==> config.mk <==
export PLATFORM = sky130hd
export DESIGN_NAME = ftdi_link_scheduler_flat
export DESIGN_NICKNAME = d
export VERILOG_FILES = /design/src/rtl/ftdi_link_scheduler_if.sv /design/src/rtl/ftdi_link_scheduler.sv /design/src/flat_wrapper.sv
export SDC_FILE = /design/constraint.sdc
export NUM_CORES = 1
export LEC_CHECK = 0
export ABC_AREA = 1
export BUFFER_PORTS_ARGS = -buffer_cell sky130_fd_sc_hd__buf_4
export CAP_MARGIN = 20
export CORE_MARGIN = 1
export CORE_UTILIZATION = 45
export CTS_CLUSTER_DIAMETER = 40
export DETAILED_ROUTE_END_ITERATION = 8
export PLACE_DENSITY = 0.8
export SYNTH_ARGS = -nofsm -noshare
export SYNTH_HDL_FRONTEND = slang
export SYNTH_SLANG_ARGS = --single-unit
==> constraint.sdc <==
create_clock -name clock -period 2.95 [get_ports clock]
set_input_delay 0.1475 -clock clock [delete_from_list [all_inputs] [get_ports clock]]
set_output_delay 0.1475 -clock clock [all_outputs]
set_load 0.01 [all_outputs]
==> src/rtl/ftdi_link_scheduler_if.sv <==
// Signal bundle between the link scheduler (master) and the FTDI async-FIFO interface block (slave).
interface ftdi_link_scheduler_if;
    logic       fi_rdq_empty;
    logic       fi_rdq_full;
    logic       fi_wrq_full;
    logic       fi_wrq_empty;
    logic [9:0] fi_qsize;
    logic [7:0] fi_data_rd;
    logic       fi_rd_en;
    logic       fi_wr_en;
    logic       fi_rdreq;
    logic       fi_wrreq;
    logic [7:0] fi_data_wr;
    logic       fi_clear;

    modport master (
        input  fi_rdq_empty, fi_rdq_full, fi_wrq_full, fi_wrq_empty, fi_qsize, fi_data_rd,
        output fi_rd_en, fi_wr_en, fi_rdreq, fi_wrreq, fi_data_wr, fi_clear
    );

    modport slave (
        output fi_rdq_empty, fi_rdq_full, fi_wrq_full, fi_wrq_empty, fi_qsize, fi_data_rd,
        input  fi_rd_en, fi_wr_en, fi_rdreq, fi_wrreq, fi_data_wr, fi_clear
    );
endinterface

==> src/rtl/ftdi_link_scheduler.sv <==
// FTDI link scheduler: half-duplex bus-direction arbiter, TX packet pump and RX push path.
// Build macro FTDI_SCHED_STATS_EN adds the pkt_count / switch_count statistics outputs.
module ftdi_link_scheduler #(
    parameter int PKT_LEN    = 64,
    parameter int SLICE      = 256,
    parameter int RD_HIWATER = 960
) (
    input  logic                  clock,
    input  logic                  reset,
    input  logic                  clear_req,
    ftdi_link_scheduler_if.master fi,
    output logic [7:0]            tx_data,
    output logic                  tx_valid,
    output logic                  tx_last,
    input  logic                  tx_ready,
    input  logic [7:0]            rx_data,
    input  logic                  rx_valid,
    output logic [15:0]           drop_count,
    output logic                  busy
`ifdef FTDI_SCHED_STATS_EN
    ,
    output logic [15:0]           pkt_count,
    output logic [15:0]           switch_count
`endif
);
    localparam int              TW        = (SLICE > 1) ? $clog2(SLICE) : 1;
    localparam logic [TW-1:0]   TIMER_MAX = TW'(SLICE - 1);
    localparam logic [10:0]     HIWATER   = 11'(RD_HIWATER);
    localparam logic [10:0]     PKT_OCC   = 11'(PKT_LEN);
    localparam logic [9:0]      LAST_IDX  = 10'(PKT_LEN - 1);

    typedef enum logic {DIR_RD = 1'b0, DIR_WR = 1'b1} dir_t;
    typedef enum logic [1:0] {P_IDLE = 2'd0, P_POP = 2'd1, P_SEND = 2'd2} pump_t;

    dir_t          dir_r, dir_next_s;
    logic [TW-1:0] timer_r, timer_next_s;
    pump_t         state_r;
    logic [9:0]    cnt_r;
    logic          rd_en_r, wr_en_r, clear_r;
    logic          rdreq_r, tx_valid_r, tx_last_r, busy_r;
    logic          wrreq_r;
    logic [7:0]    data_wr_r;
    logic [15:0]   drop_r;
    logic [10:0]   occ_s;
    logic          hiwater_s, pkt_ready_s;

    // Read-queue occupancy; usedw wraps to 0 at 1024 entries, so the full flag supplies the MSB.
    always_comb begin
        occ_s = {1'b0, fi.fi_qsize};
        if (fi.fi_rdq_full) begin
            occ_s = 11'd1024;
        end else begin
            occ_s = {1'b0, fi.fi_qsize};
        end
    end

    assign hiwater_s   = (occ_s >= HIWATER);
    assign pkt_ready_s = (occ_s >= PKT_OCC) && !fi.fi_rdq_empty;

    // Next bus direction and slice timer; a side keeps the bus while the other has no work.
    always_comb begin
        dir_next_s   = dir_r;
        timer_next_s = (timer_r == TIMER_MAX) ? timer_r : timer_r + TW'(1);
        case (dir_r)
            DIR_RD: begin
                if (!fi.fi_wrq_empty && ((timer_r == TIMER_MAX) || hiwater_s)) begin
                    dir_next_s   = DIR_WR;
                    timer_next_s = {TW{1'b0}};
                end else begin
                    dir_next_s   = DIR_RD;
                end
            end
            DIR_WR: begin
                if (fi.fi_wrq_empty || ((timer_r == TIMER_MAX) && !hiwater_s)) begin
                    dir_next_s   = DIR_RD;
                    timer_next_s = {TW{1'b0}};
                end else begin
                    dir_next_s   = DIR_WR;
                end
            end
            default: begin
                dir_next_s   = DIR_RD;
                timer_next_s = {TW{1'b0}};
            end
        endcase
    end

    // Direction register, registered bus enables and the one-cycle clear pulse.
    always_ff @(posedge clock) begin
        if (reset) begin
            dir_r   <= DIR_RD;
            timer_r <= {TW{1'b0}};
            rd_en_r <= 1'b1;
            wr_en_r <= 1'b0;
            clear_r <= 1'b0;
        end else if (clear_req) begin
            dir_r   <= DIR_RD;
            timer_r <= {TW{1'b0}};
            rd_en_r <= !hiwater_s;
            wr_en_r <= 1'b0;
            clear_r <= 1'b1;
        end else begin
            dir_r   <= dir_next_s;
            timer_r <= timer_next_s;
            rd_en_r <= (dir_next_s == DIR_RD) && !hiwater_s;
            wr_en_r <= (dir_next_s == DIR_WR);
            clear_r <= 1'b0;
        end
    end

    // Packet pump: a packet starts only once all PKT_LEN bytes are queued, then pop/send alternate.
    always_ff @(posedge clock) begin
        if (reset || clear_req) begin
            state_r    <= P_IDLE;
            cnt_r      <= 10'd0;
            rdreq_r    <= 1'b0;
            tx_valid_r <= 1'b0;
            tx_last_r  <= 1'b0;
            busy_r     <= 1'b0;
        end else begin
            case (state_r)
                P_IDLE: begin
                    if (pkt_ready_s) begin
                        state_r <= P_POP;
                        cnt_r   <= 10'd0;
                        rdreq_r <= 1'b1;
                        busy_r  <= 1'b1;
                    end else begin
                        rdreq_r <= 1'b0;
                        busy_r  <= 1'b0;
                    end
                end
                P_POP: begin
                    state_r    <= P_SEND;
                    rdreq_r    <= 1'b0;
                    tx_valid_r <= 1'b1;
                    tx_last_r  <= (cnt_r == LAST_IDX);
                    busy_r     <= 1'b1;
                end
                P_SEND: begin
                    if (tx_ready) begin
                        tx_valid_r <= 1'b0;
                        tx_last_r  <= 1'b0;
                        if (tx_last_r) begin
                            state_r <= P_IDLE;
                            busy_r  <= 1'b0;
                        end else begin
                            state_r <= P_POP;
                            cnt_r   <= cnt_r + 10'd1;
                            rdreq_r <= 1'b1;
                        end
                    end else begin
                        state_r <= P_SEND;
                    end
                end
                default: begin
                    state_r    <= P_IDLE;
                    rdreq_r    <= 1'b0;
                    tx_valid_r <= 1'b0;
                    tx_last_r  <= 1'b0;
                    busy_r     <= 1'b0;
                end
            endcase
        end
    end

    // RX push stage: one register delay into the write queue, saturating drop counter when full.
    always_ff @(posedge clock) begin
        if (reset) begin
            wrreq_r   <= 1'b0;
            data_wr_r <= 8'h00;
            drop_r    <= 16'h0000;
        end else if (clear_req) begin
            wrreq_r   <= 1'b0;
        end else begin
            if (rx_valid && !fi.fi_wrq_full) begin
                wrreq_r   <= 1'b1;
                data_wr_r <= rx_data;
            end else begin
                wrreq_r   <= 1'b0;
            end
            if (rx_valid && fi.fi_wrq_full && (drop_r != 16'hFFFF)) begin
                drop_r <= drop_r + 16'd1;
            end else begin
                drop_r <= drop_r;
            end
        end
    end

`ifdef FTDI_SCHED_STATS_EN
    logic [15:0] pkt_cnt_r, sw_cnt_r;
    logic        pkt_done_s, dir_change_s;

    assign pkt_done_s   = (state_r == P_SEND) && tx_ready && tx_last_r && !clear_req;
    assign dir_change_s = clear_req ? (dir_r == DIR_WR) : (dir_next_s != dir_r);

    // Saturating statistics; only reset zeroes them.
    always_ff @(posedge clock) begin
        if (reset) begin
            pkt_cnt_r <= 16'h0000;
            sw_cnt_r  <= 16'h0000;
        end else begin
            if (pkt_done_s && (pkt_cnt_r != 16'hFFFF)) begin
                pkt_cnt_r <= pkt_cnt_r + 16'd1;
            end else begin
                pkt_cnt_r <= pkt_cnt_r;
            end
            if (dir_change_s && (sw_cnt_r != 16'hFFFF)) begin
                sw_cnt_r <= sw_cnt_r + 16'd1;
            end else begin
                sw_cnt_r <= sw_cnt_r;
            end
        end
    end

    assign pkt_count    = pkt_cnt_r;
    assign switch_count = sw_cnt_r;
`endif

    // fi_data_rd is held by the interface until the next pop, so it is forwarded while valid.
    assign tx_data       = tx_valid_r ? fi.fi_data_rd : 8'h00;
    assign tx_valid      = tx_valid_r;
    assign tx_last       = tx_last_r;
    assign busy          = busy_r;
    assign drop_count    = drop_r;
    assign fi.fi_rd_en   = rd_en_r;
    assign fi.fi_wr_en   = wr_en_r;
    assign fi.fi_rdreq   = rdreq_r;
    assign fi.fi_wrreq   = wrreq_r;
    assign fi.fi_data_wr = data_wr_r;
    assign fi.fi_clear   = clear_r;
endmodule

==> src/flat_wrapper.sv <==
// flat-port wrapper written by rule: the top's interface ports become plain ports
module ftdi_link_scheduler_flat 
#(
    parameter int PKT_LEN    = 64,
    parameter int SLICE      = 256,
    parameter int RD_HIWATER = 960
)
  (clock, reset, clear_req, tx_data, tx_valid, tx_last, tx_ready, rx_data, rx_valid, drop_count, busy, fi_fi_rdq_empty, fi_fi_rdq_full, fi_fi_wrq_full, fi_fi_wrq_empty, fi_fi_qsize, fi_fi_data_rd, fi_fi_rd_en, fi_fi_wr_en, fi_fi_rdreq, fi_fi_wrreq, fi_fi_data_wr, fi_fi_clear);
  ftdi_link_scheduler_if fi_i ();
  input  logic clock;
  input  logic reset;
  input  logic clear_req;
  output logic [7:0] tx_data;
  output logic tx_valid;
  output logic tx_last;
  input  logic tx_ready;
  input  logic [7:0] rx_data;
  input  logic rx_valid;
  output logic [15:0] drop_count;
  output logic busy;
  input wire logic [$bits(fi_i.fi_rdq_empty)-1:0] fi_fi_rdq_empty;
  input wire logic [$bits(fi_i.fi_rdq_full)-1:0] fi_fi_rdq_full;
  input wire logic [$bits(fi_i.fi_wrq_full)-1:0] fi_fi_wrq_full;
  input wire logic [$bits(fi_i.fi_wrq_empty)-1:0] fi_fi_wrq_empty;
  input wire logic [$bits(fi_i.fi_qsize)-1:0] fi_fi_qsize;
  input wire logic [$bits(fi_i.fi_data_rd)-1:0] fi_fi_data_rd;
  output wire logic [$bits(fi_i.fi_rd_en)-1:0] fi_fi_rd_en;
  output wire logic [$bits(fi_i.fi_wr_en)-1:0] fi_fi_wr_en;
  output wire logic [$bits(fi_i.fi_rdreq)-1:0] fi_fi_rdreq;
  output wire logic [$bits(fi_i.fi_wrreq)-1:0] fi_fi_wrreq;
  output wire logic [$bits(fi_i.fi_data_wr)-1:0] fi_fi_data_wr;
  output wire logic [$bits(fi_i.fi_clear)-1:0] fi_fi_clear;
  assign fi_i.fi_rdq_empty = fi_fi_rdq_empty;
  assign fi_i.fi_rdq_full = fi_fi_rdq_full;
  assign fi_i.fi_wrq_full = fi_fi_wrq_full;
  assign fi_i.fi_wrq_empty = fi_fi_wrq_empty;
  assign fi_i.fi_qsize = fi_fi_qsize;
  assign fi_i.fi_data_rd = fi_fi_data_rd;
  assign fi_fi_rd_en = fi_i.fi_rd_en;
  assign fi_fi_wr_en = fi_i.fi_wr_en;
  assign fi_fi_rdreq = fi_i.fi_rdreq;
  assign fi_fi_wrreq = fi_i.fi_wrreq;
  assign fi_fi_data_wr = fi_i.fi_data_wr;
  assign fi_fi_clear = fi_i.fi_clear;
  ftdi_link_scheduler #(.PKT_LEN(PKT_LEN), .SLICE(SLICE), .RD_HIWATER(RD_HIWATER)) u_core (.clock(clock), .reset(reset), .clear_req(clear_req), .fi(fi_i), .tx_data(tx_data), .tx_valid(tx_valid), .tx_last(tx_last), .tx_ready(tx_ready), .rx_data(rx_data), .rx_valid(rx_valid), .drop_count(drop_count), .busy(busy));
endmodule
==> metrics <==
status=complete, no violations; ANT nets after route=0; postcts setup bufs=0; Period minus WS final=1790 ps; Post-CTS Resized=0; max-cap viol count=0; Fin. Hold Viols=0; Ant. Diodes=0; die footprint=0.00635 sq mm; clock share of power=39.1%; IO Port Bufs=68; largest family of logic cells by synthesized area=simple AND/OR/NAND/NOR gates; Nets=501; R2R Setup Slk=1160 ps; DRC=0; vias in the first global route=2349; hold slack=74.4 ps; Final Max Tran Viols=0; post-detailed-routing wire length=6.19 mm; most common cell after layout, fill and taps aside=nand2_1; Die H=79.7 microns; Yosys warning total=0; Slew @ Worst Pin=518 ps; first-pass GRT wire length=10.1 mm; Tcrit/Tclk final=60.6%; syn avg cell area=6.88 sq um; Starting Density=47.9%; Synth Register Bits=52; Area growth syn-to-layout=25.0%; Gate power share=8.6%; Max Clk Rate=0.559 GHz; Setup-failing EPs final=0; crit path launch=u_core.drop_count[1]; leading cell types in the layout, fill and taps excluded=103 x nand2_1, 68 x buf_4, 57 x inv_1; Worst EP required=3160 ps; DRT Pass-1 Iters=4; Root Buffer=clkbuf_8; IO Count=75; crit start category=flip-flop; CTS tree=built; CTS sink count=52; Yosys cell types=31; P_int=1.07 mW; CP endpoint kind=flip-flop; critical path peak fanout=15; Synth area leader=dfxtp_1; htree depth=2; unrepaired setup endpoints after global routing=no; Synth area leaders=dfxtp_1 38%, nand2_1 14%, inv_1 7.9%; Core Area=0.00568 sq mm; clk_lat worst skew=310 ps; area fraction in and, or, nand and nor cells after synthesis=35.3%; sw frac=22.7%; total negative slack=0 ps; post-synth net total=433; worst reg2reg path endpoint=u_core.drop_count[13]; initial antenna violation count=0; Critical Path AT=1990 ps; Clock Tree Buf Depth=2; CTS Buf Count=5; Critical Path End=u_core.drop_count[13]; Leak=1.53 nW; DR vias/cell=4.86; Clock Skew=5.70 ps; routed length per instance=11.6 microns; P per Cell Area=407 mW/mm^2; NetSw=0.314 mW; Mapped Cells=395; Synth Area in XOR/XNOR=3.87%; Clk pin slew, worst setup/hold paths=100 ps; Post-DP HPWL=4.60 mm; row cnt=27; CP Class=flip-flop to flip-flop; initial DRC count=110; HP Class=primary input to flip-flop; Sequential Power Share=52.4%; R2R depth=8; mux cell area share after synthesis=0.368%; gpl congestion=0.838; largest net degree at the start of global routing=18; cts-stage hold buffer count=0; Vias=2604; Relative slew margins=65.4%; sequential area share after synthesis=38.3%; Post-Syn Area=0.00272 sq mm; Synth Area in Compound Gates=11.1%; width of the die=79.7 microns; Synth Area in Adders=1.38%; VDD IR max=0.279 mV; Synth top area share=38.3%; gr usage total=20.4%; layout cell share with drive strength beyond 1=21.6%; origin of the critical flop-to-flop path=u_core.drop_count[1]; GRT overflow=0
[cells in the mapped netlist]
cell type and instances:
nand3_1 23, a31oi_1 1, a21oi_1 22, and3_1 1, nor2_8 1, nand2_2 4
mux2i_1 1, nand3b_1 1, nor2_1 51, nand2_4 2, xnor2_1 7, buf_12 1
clkbuf_1 5, inv_1 57, nor3_1 4, o21bai_1 1, o21ai_1 1, nand3_4 1
nor2_4 2, dfxtp_1 52, inv_2 1, nor2_2 2, nand4_4 1, buf_4 1
o21ai_0 17, nand2_1 103, nor3b_1 2, a21oi_2 10, nand4_1 12, ha_1 3
xor2_1 5
[worst min path at each step]
| stage | cells past startpoint | startpoint | end | slack (ps) |
|---|---|---|---|---|
| 3_5_place_dp | 3 | clear_req | u_core.fi.fi_clear | 400 |
| 2_1_floorplan | 2 | clear_req | u_core.fi.fi_clear | 280 |
| 3_3_place_gp | 3 | clear_req | u_core.fi.fi_clear | 390 |
| 5_1_grt | 3 | clear_req | u_core.fi.fi_clear | 120 |
| 6_report | 3 | clear_req | u_core.fi.fi_clear | 70 |
| 4_1_cts | 3 | clear_req | u_core.fi.fi_clear | 70 |
[cell families (layout without fill, tap and decap cells)]
group | Yosys count | in the layout
fa+ha+maj | 3 | 3
simple gates | 210 | 210
mux | 1 | 1
compound gates | 52 | 52
buf+inv | 65 | 134
flops | 52 | 52
xor+xnor | 12 | 12
[sequential cells by signal, summed over array words and instances (netlist names)]
name	count
u_core.dir_r	1
u_core.timer_r	8
u_core.busy	1
u_core.cnt_r	10
u_core.state_r	2
u_core.drop_count	16
u_core.fi.fi_wrreq	1
u_core.tx_last	1
u_core.fi.fi_rdreq	1
u_core.fi.fi_clear	1
u_core.tx_valid	1
u_core.fi.fi_rd_en	1
u_core.fi.fi_data_wr	8
[routing by layer]
metal	track usage [%]	wire length [microns]
met5	0	0
met4	9.09	99
met3	4.69	343
met2	36.1	2990
met1	23.2	2760
[cell type report]
class                   count  area (sq um)
fillers                   547          2280
flip-flops and latches     52          1040
well taps                  72          90.1
clock buffers               7          96.3
multi-input cells         278          1410
inverters                  58           218
repair buffers             68           510
clock inverters             1          30.0
[stage by stage]
stage / area [sq um] / util, % / total power [mW] / std cells / setup WS, ps
after CTS: 3400 / 59.9 / 1.39 / 536 / 1150
final: 3400 / 59.9 / 1.38 / 536 / 1160
after detailed placement: 3270 / 57.6 / 0.860 / 528 / 1170
after global placement: 3270 / 57.6 / 0.856 / 528 / 1260
after global routing: 3400 / 59.9 / 1.44 / 536 / 977
after floorplan: 2720 / - / 0.800 / 395 / 1400
[power by group through the flow]
| stage | combinational, mW | sequential (mW) | clock, mW |
|---|---|---|---|
| 2_1_floorplan | 0.0553 | 0.744 | 0 |
| 3_3_place_gp | 0.116 | 0.740 | 0 |
| 3_5_place_dp | 0.119 | 0.741 | 0 |
| 4_1_cts | 0.120 | 0.724 | 0.550 |
| 5_1_grt | 0.132 | 0.726 | 0.579 |
| 6_report | 0.118 | 0.724 | 0.541 |
[worst max-delay path, cell delays in order (launching register included)]
cell     delay (ps)
dfxtp_1         430
ha_1            300
nand3_4         140
nor2_8          160
nand4_4         160
nand2_4         220
inv_2           120
nand2_1         100
a21oi_2          50
(Power assumes the default switching activity.)
